[src/rtl/multicycle_control.sv]
// multicycle_control
//   Main control FSM for the multi-cycle MIPS datapath. Steps each
//   instruction through fetch, decode, execute, memory and write-back,
//   drives the datapath strobes and mux selects, and produces the 4-bit
//   aluop class for the ALU control decoder.
//
//   Optional feature macro: MC_BGTZ_EN
//     defined   : opcode 000111 (bgtz) dispatches to BRANCH with aluop 0011
//     undefined : opcode 000111 is illegal and dispatches to TRAP
//
//   Ports
//     clk, rst_n          clock, asynchronous active-low reset
//     opcode, funct       IR fields (opcode read in DECODE, funct in RWB)
//     mem_rdy             memory completed the current access this cycle
//     br_cond             ALU branch condition flag
//     pc_we, pc_src       PC write strobe and source select
//     iord, mem_rd/mem_wr memory address select and requests
//     ir_we               instruction register load
//     reg_dst, mem_to_reg register write destination / source selects
//     reg_we              register file write
//     alu_src_a/_b, aluop ALU operand selects and operation class
//     retire              pulse in the last cycle of each instruction
//     illegal             sticky flag, set on entry to TRAP
//     state               current state encoding (debug)
module multicycle_control (
  input  logic       clk,
  input  logic       rst_n,
  input  logic [5:0] opcode,
  input  logic [5:0] funct,
  input  logic       mem_rdy,
  input  logic       br_cond,
  output logic       pc_we,
  output logic [1:0] pc_src,
  output logic       iord,
  output logic       mem_rd,
  output logic       mem_wr,
  output logic       ir_we,
  output logic       reg_dst,
  output logic       mem_to_reg,
  output logic       reg_we,
  output logic       alu_src_a,
  output logic [1:0] alu_src_b,
  output logic [3:0] aluop,
  output logic       retire,
  output logic       illegal,
  output logic [3:0] state
);

  typedef enum logic [3:0] {
    S_FETCH  = 4'd0,  S_DECODE = 4'd1,  S_MEMADR = 4'd2,  S_MEMRD = 4'd3,
    S_MEMWB  = 4'd4,  S_MEMWR  = 4'd5,  S_REXEC  = 4'd6,  S_RWB   = 4'd7,
    S_BRANCH = 4'd8,  S_JUMP   = 4'd9,  S_IEXEC  = 4'd10, S_IWB   = 4'd11,
    S_TRAP   = 4'd12
  } state_t;

  localparam logic [5:0] OP_RTYPE = 6'b000000;
  localparam logic [5:0] OP_J     = 6'b000010;
  localparam logic [5:0] OP_BEQ   = 6'b000100;
  localparam logic [5:0] OP_BGTZ  = 6'b000111;
  localparam logic [5:0] OP_ADDI  = 6'b001000;
  localparam logic [5:0] OP_LW    = 6'b100011;
  localparam logic [5:0] OP_SW    = 6'b101011;

  state_t state_q, state_d;
  // Opcode class remembered from DECODE so later states need not re-read IR.
  logic   is_sw_q, is_sw_d;
  logic   is_bgtz_q, is_bgtz_d;
  logic   illegal_q, illegal_d;

  always_comb begin
    state_d   = state_q;
    is_sw_d   = is_sw_q;
    is_bgtz_d = is_bgtz_q;
    case (state_q)
      S_FETCH:  if (mem_rdy) state_d = S_DECODE;
      S_DECODE: begin
        is_sw_d = (opcode == OP_SW);
`ifdef MC_BGTZ_EN
        is_bgtz_d = (opcode == OP_BGTZ);
`else
        is_bgtz_d = 1'b0;
`endif
        case (opcode)
          OP_LW, OP_SW: state_d = S_MEMADR;
          OP_RTYPE:     state_d = S_REXEC;
          OP_BEQ:       state_d = S_BRANCH;
`ifdef MC_BGTZ_EN
          OP_BGTZ:      state_d = S_BRANCH;
`endif
          OP_J:         state_d = S_JUMP;
          OP_ADDI:      state_d = S_IEXEC;
          default:      state_d = S_TRAP;
        endcase
      end
      S_MEMADR: state_d = is_sw_q ? S_MEMWR : S_MEMRD;
      S_MEMRD:  if (mem_rdy) state_d = S_MEMWB;
      S_MEMWR:  if (mem_rdy) state_d = S_FETCH;
      S_REXEC:  state_d = S_RWB;
      S_IEXEC:  state_d = S_IWB;
      S_MEMWB, S_RWB, S_IWB, S_BRANCH, S_JUMP: state_d = S_FETCH;
      S_TRAP:   state_d = S_TRAP;
      default:  state_d = S_TRAP;
    endcase
    illegal_d = illegal_q | (state_d == S_TRAP);
  end

  always_ff @(posedge clk or negedge rst_n) begin
    if (!rst_n) begin
      state_q   <= S_FETCH;
      is_sw_q   <= 1'b0;
      is_bgtz_q <= 1'b0;
      illegal_q <= 1'b0;
    end else begin
      state_q   <= state_d;
      is_sw_q   <= is_sw_d;
      is_bgtz_q <= is_bgtz_d;
      illegal_q <= illegal_d;
    end
  end

  // Moore decode of the current state; only the mem_rdy/br_cond/funct
  // qualified strobes look at inputs.
  logic pc_we_c, mem_rd_c, mem_wr_c, ir_we_c, reg_we_c;

  always_comb begin
    pc_we_c    = 1'b0;
    pc_src     = 2'b00;
    iord       = 1'b0;
    mem_rd_c   = 1'b0;
    mem_wr_c   = 1'b0;
    ir_we_c    = 1'b0;
    reg_dst    = 1'b0;
    mem_to_reg = 1'b0;
    reg_we_c   = 1'b0;
    alu_src_a  = 1'b0;
    alu_src_b  = 2'b00;
    aluop      = 4'b0000;
    retire     = 1'b0;
    case (state_q)
      S_FETCH: begin
        mem_rd_c  = 1'b1;
        alu_src_b = 2'b01;
        ir_we_c   = mem_rdy;
        pc_we_c   = mem_rdy;
      end
      S_DECODE: alu_src_b = 2'b11;
      S_MEMADR, S_IEXEC: begin
        alu_src_a = 1'b1;
        alu_src_b = 2'b10;
      end
      S_MEMRD: begin
        mem_rd_c = 1'b1;
        iord     = 1'b1;
      end
      S_MEMWB: begin
        reg_we_c   = 1'b1;
        mem_to_reg = 1'b1;
        retire     = 1'b1;
      end
      S_MEMWR: begin
        mem_wr_c = 1'b1;
        iord     = 1'b1;
        retire   = mem_rdy;
      end
      S_REXEC: begin
        alu_src_a = 1'b1;
        aluop     = 4'b0010;
      end
      S_RWB: begin
        reg_dst  = 1'b1;
        retire   = 1'b1;
        // funct 000000 is treated as a no-op: nothing is written.
        reg_we_c = (funct != 6'b000000);
      end
      S_IWB: begin
        reg_we_c = 1'b1;
        retire   = 1'b1;
      end
      S_BRANCH: begin
        alu_src_a = 1'b1;
        pc_src    = 2'b01;
        retire    = 1'b1;
        pc_we_c   = br_cond;
`ifdef MC_BGTZ_EN
        aluop     = is_bgtz_q ? 4'b0011 : 4'b0001;
`else
        aluop     = 4'b0001;
`endif
      end
      S_JUMP: begin
        pc_we_c = 1'b1;
        pc_src  = 2'b10;
        retire  = 1'b1;
      end
      default: ;
    endcase
  end

  // Write/request strobes are killed the instant reset asserts so an
  // in-flight instruction cannot complete a partial write.
  assign pc_we   = pc_we_c  & rst_n;
  assign mem_rd  = mem_rd_c & rst_n;
  assign mem_wr  = mem_wr_c & rst_n;
  assign ir_we   = ir_we_c  & rst_n;
  assign reg_we  = reg_we_c & rst_n;
  assign illegal = illegal_q;
  assign state   = state_q;

endmodule

[config.mk]
export PLATFORM = sky130hd
export DESIGN_NAME = multicycle_control
export DESIGN_NICKNAME = d
export VERILOG_FILES = /design/src/rtl/multicycle_control.sv
export SDC_FILE = /design/constraint.sdc
export NUM_CORES = 1
export LEC_CHECK = 0
export CAP_MARGIN = 0
export CORE_MARGIN = 4
export CORE_UTILIZATION = 33
export CTS_CLUSTER_DIAMETER = 60
export DETAILED_ROUTE_END_ITERATION = 8
export PLACE_DENSITY = 0.84
export REMOVE_ABC_BUFFERS = 1
export SLEW_MARGIN = 20
export SYNTH_ARGS = -nofsm -noshare
export SYNTH_HDL_FRONTEND = slang
export SYNTH_SLANG_ARGS = --single-unit
export TNS_END_PERCENT = 1
[constraint.sdc]
create_clock -name clk -period 1.6 [get_ports clk]
set_input_delay 0.32 -clock clk [delete_from_list [all_inputs] [get_ports clk]]
set_output_delay 0.32 -clock clk [all_outputs]
set_load 0.005 [all_outputs]
### After elaboration in Yosys (flattened, before gate mapping)

Cells that the tools add are included.
W data, S select, Z words.

| word-level totals | value |
|---|---|
| bits of input ports | 16 |
| word-level logic and storage cells | 55 |
| output and inout bits | 23 |
| bits in registers | 6 |

| operators by class | value |
|---|---|
| multiplexer cells | 19 |
| eq/ne operators | 17 |
| bitwise operators | 6 |
| reductions and logical operators | 10 |

Operators with widths:

| operator | number |
|---|---|
| $pmux W4 S8 | 1 |
| $eq A4 B4 Y1 const B | 5 |
| $pmux W4 S5 | 1 |
| $eq A4 B3 Y1 const B | 4 |
| $eq A6 B6 Y1 const B | 2 |
| $mux W4 | 3 |
| $reduce_or A2 Y1 | 5 |
| $eq A4 B2 Y1 const B | 2 |
| $pmux W2 S2 | 2 |
| $mux W1 | 7 |
| $eq A6 B2 Y1 const B | 1 |
| $eq A6 B3 Y1 const B | 1 |
| $eq A6 B4 Y1 const B | 1 |
| $logic_not A6 Y1 | 1 |
| $pmux W2 S3 | 1 |
| $reduce_bool A6 Y1 | 1 |
| $and A1 B1 Y1 | 5 |
| $reduce_or A5 Y1 | 1 |
| $eq A4 B1 Y1 const B | 1 |
| $logic_not A4 Y1 | 1 |
| $pmux W1 S2 | 2 |
| $reduce_or A4 Y1 | 1 |
| $mux W3 | 1 |
| $pmux W1 S3 | 1 |
| $or A1 B1 Y1 | 1 |

### Logic depth before layout (Yosys ltp)

| logic depth | value |
|---|---|
| word-level depth | 6 |
| gate-level depth with buffers | 6 |
| gate-level depth less buffers | 5 |

### Worst setup path before layout

No wires, ideal clock.

| timing | value |
|---|---|
| path type | input port to flip-flop |
| from | input opcode[5] |
| to | register illegal_q (netlist: illegal) |
| arrival time | 1.476 ns |
| setup slack | 0.004 ns |
| path buffers | 0 |
| library setup time | 0.120 ns |
| data required time | 1.480 ns |
| stages on the path | 5 |
| cell sequence | or3_1 or2_1 a221oi_2 o211ai_2 a41o_1 |

| between the ends | value |
|---|---|
| cells in the longest elaborated chain, start to end | 6 |

Ends and longest elaborated chain:

| what | line | RTL |
|---|---|---|
| start: declaration | 28 | `input logic [5:0] opcode,` |
| $eq A6 B6 Y1 | 83 | `case (opcode)` |
| $reduce_or A2 Y1 | 83 |  |
| $pmux W4 S5 (*) | 83 |  |
| $pmux W4 S8 (*) | 74 | `case (state_q)` |
| named net state_d[2] | 64 | `state_t state_q, state_d;` |
| $eq A4 B4 Y1 (*) | 104 | `illegal_d = illegal_q \| (state_d == S_TRAP);` |
| $or A1 B1 Y1 (*) | 104 |  |
| named net illegal_d | 68 | `logic illegal_q, illegal_d;` |
| end signal: assignment | 117 | `illegal_q <= illegal_d;` |
| end: declaration | 68 |  |

Mark *: on every way through the listed nets, which the timed path passes. The rest lies on a longest branch.
A chain may end at the register's enable or synchronous reset.

### Worst setup path in the final report

| timing | value |
|---|---|
| from | register state_q[3] (netlist: state[3]) |
| to | output pc_we |

| between the ends | value |
|---|---|
| cells in the longest elaborated chain, start to end | 3 |

Ends and longest elaborated chain:

| what | line | RTL |
|---|---|---|
| start: declaration | 64 |  |
| start signal: assignment | 114 | `state_q <= state_d;` |
| $eq A4 B4 Y1 / $logic_not A4 Y1 (equally long branches) | 139 | `case (state_q)` |
| $pmux W1 S3 (*) | 139 |  |
| $and A1 B1 Y1 (*) | 201 | `assign pc_we = pc_we_c & rst_n;` |
| end: declaration | 32 | `output logic pc_we,` |

Every way passes the cells marked *; elsewhere a longest branch is shown, timed or not.

==> run summary <==
Final worst slack - -0.307 ns
Peak Freq - 524 MHz
# rows - 15
Final period util - 119%
Starting density of the core - 35.9%
Number of synthesis warnings - 0
Setup CP Type - reg2out
Final setup viols - 13
EDFF count, synth - 0
CTS Buf Count - 3
Count leader, synth - nor2_1
Crit path depth - 4
Most frequent cells after synthesis - nor2_1, nor3_1, a21oi_1, dfrtp_1
Crit-path max FO - 4
R2R Path End - illegal$_DFF_PN0_
I/O pin cnt - 39
DRT antenna net count - 0
Logic pwr share - 78.4%
Synth top area cells - dfrtp_1, nor2_1, buf_4, nor3_1, nand2b_1
Net Sw Frac - 41.4%
Max-slew violation count - 0
Fill cells - 124
Ys flop type - dfrtp_1
Core ar. - 0.00178 mm²
CTS Hold Buffers Added - 0
Slowest cell on the critical path - dfrtp_1
Mapped Cells - 87
Die height - 52.0 µm
Routed WL - 2.99 mm
All-Layer GR Usage - 19.8%
Pre-antenna DRT Iters - 4
First-pass GRT wire length - 4.08 mm
Die area - 0.00271 mm²
Reg power frac - 14.1%
Worst-path clk slew - 0.05 ns
DRC violations left - 0
Clk sink count - 6
Cell Area, Synth - 639 µm²
Via Count - 970
Crit path largest cell delay - 0.42 ns
Worst vdd ir - 734 µV
Worst reg2reg startpoint - state[1]$_DFF_PN0_
Average cell area after synthesis - 7.35 µm²
RSZ-0062 raised after global routing - yes
CP Launch Point - state[3]$_DFF_PN0_
Hold Slack - 0.216 ns
CTS tree - done
Final hold viol count - 0
R2R depth - 7
Cell area after layout - 0.00135 mm²
Share of cells above drive strength 1 - 48.1%
Post-synth top area cell - dfrtp_1
Static Leak - 0.690 nW
Bufs and invs on worst path - 2
Worst slack, placed - -0.559 ns
Clock Latency Late Sink - 0.24 ns
Vias in the first global route - 942
Final net count - 176
Vias per cell - 5.30
DIE WIDTH - 52.0 µm
Power Internal - 1.08 mW
Pwr Density - 1360 mW/mm²
Arrival time at the worst endpoint - 1.59 ns
Clock Path Buffers - 2
Worst path required time - 1.28 ns
Max-Cap Viols - 0
#FFs+latches synth - 6
Synth cell types - 36
Worst Setup EP - pc_we
Port-buffer cells - 36
Initial antenna violation count - 0
Largest net degree at the start of global routing - 11
DR iter-0 viols - 21
Area growth from synthesis to layout - 112%
Post-DP HPWL - 1.84 mm
Tmin final - 1.91 ns
Clock root buffer - clkbuf_4
Crit start category - flop
Delay-heaviest family, CP - flip-flops
Share of the synthesized area in the top cell type - 23.5%
Sw Pwr - 762 µW
Outcome - finished with violations
Register area share after synthesis - 23.5%
Antenna cell count - 0
Failing checks - negative setup slack
Overflow after GRT - 0
Hold Crit Class - in2async
Placer Congestion - 0.836
Crit-path cells - buf_4 -> o31a_1 -> nor4_2 -> buf_2
Reg2reg setup slack - -0.05 ns
Worst Skew - 0.00537 ns
CTS H-tree lvls - 1
Crit. End Element - output pin
Wire per inst - 16.4 µm
Clock power share - 7.5%
FFs w/ async S/R, synth - 100%
Placed inst area - 0.00120 mm²
## power groups by stage
stage,Combinational [mW],Sequential [mW],Clock (mW)
2_1_floorplan,0.391,0.312,0
4_1_cts,1.26,0.255,0.138
3_5_place_dp,1.20,0.257,0
3_3_place_gp,1.17,0.255,0
5_1_grt,1.54,0.265,0.148
6_report,1.44,0.259,0.138
## worst reg2reg max path, cell delays in order (launching register included)
cell	delay, ns
dfrtp_2	0.46
nand2b_4	0.17
buf_6	0.13
buf_4	0.13
nand2b_2	0.18
buf_4	0.15
o21ai_2	0.18
a41o_1	0.19
## cells in the final DEF, fill, tap and decap left out, types with 3 or more instances in the layout
master	Yosys	layout
clkbuf_2	0	4
buf_2	0	11
dlygate4sd2_1	0	10
clkdlybuf4s50_1	0	6
a21oi_1	6	5
dlymetal6s2s_1	0	4
nand2b_4	0	3
nand2_1	3	3
buf_6	0	9
nor3_1	7	4
dfrtp_1	6	4
buf_4	5	28
clkbuf_4	0	3
inv_1	3	3
nand2b_1	5	3
nor2_1	13	11
## how the worst min path moves through the flow
stage,from,end
after global routing,rst_n,state[1]$_DFF_PN0_
final,rst_n,state[1]$_DFF_PN0_
after floorplan,rst_n,illegal$_DFF_PN0_
after CTS,rst_n,state[1]$_DFF_PN0_
after detailed placement,illegal$_DFF_PN0_,illegal$_DFF_PN0_
after global placement,illegal$_DFF_PN0_,illegal$_DFF_PN0_
## metrics by stage
step	total power, mW	utilization, %	TNS, ns	instances
2_1_floorplan	0.703	-	-0.0578	81
3_3_place_gp	1.42	67.2	-4.56	168
3_5_place_dp	1.46	67.2	-4.90	168
4_1_cts	1.65	72.3	-1.60	177
5_1_grt	1.95	75.9	-2.12	183
6_report	1.84	75.9	-1.28	183
## area by class of cell
cell class              count  area [µm²]  area share (%)
clock buffers               3        22.5            1.67
inverters                   3        11.3           0.833
multi-input cells          72         520            38.5
flip-flops and latches      6         153            11.3
well taps                  25        31.3            2.31
repair buffers             74         614            45.4
## routing by layer
layer / up-vias / share of wire (%) / GRT usage (%)
met5: - / 0 / 0
met4: 0 / 0.20 / 7.42
met3: 2 / 9.1 / 5.44
met2: 48 / 49 / 35.6
met1: 469 / 41 / 21.9
li1: 451 / - / -
## registers in the layout (all words and copies together) (netlist names)
name,flops
state,4
is_sw_q,1
illegal,1
## cells by family (layout without fill, tap and decap cells)
kind of cell    count (synthesis)  count (layout)  synth area share [%]
flops                           6               6                  23.5
xor+xnor                        2               2                  2.74
simple gates                   46              46                  39.7
other cells                     1               2                 0.587
compound gates                 22              22                  24.7
buf+inv                        10              80                  8.81
## what timing repair did
item	4_1_cts	5_1_grt
pin swaps	8	12
setup buffers	6	7
resized for setup	69	30
endpoints found under the setup margin	25	22
Note: power is estimated with default switching activity, not from simulation.
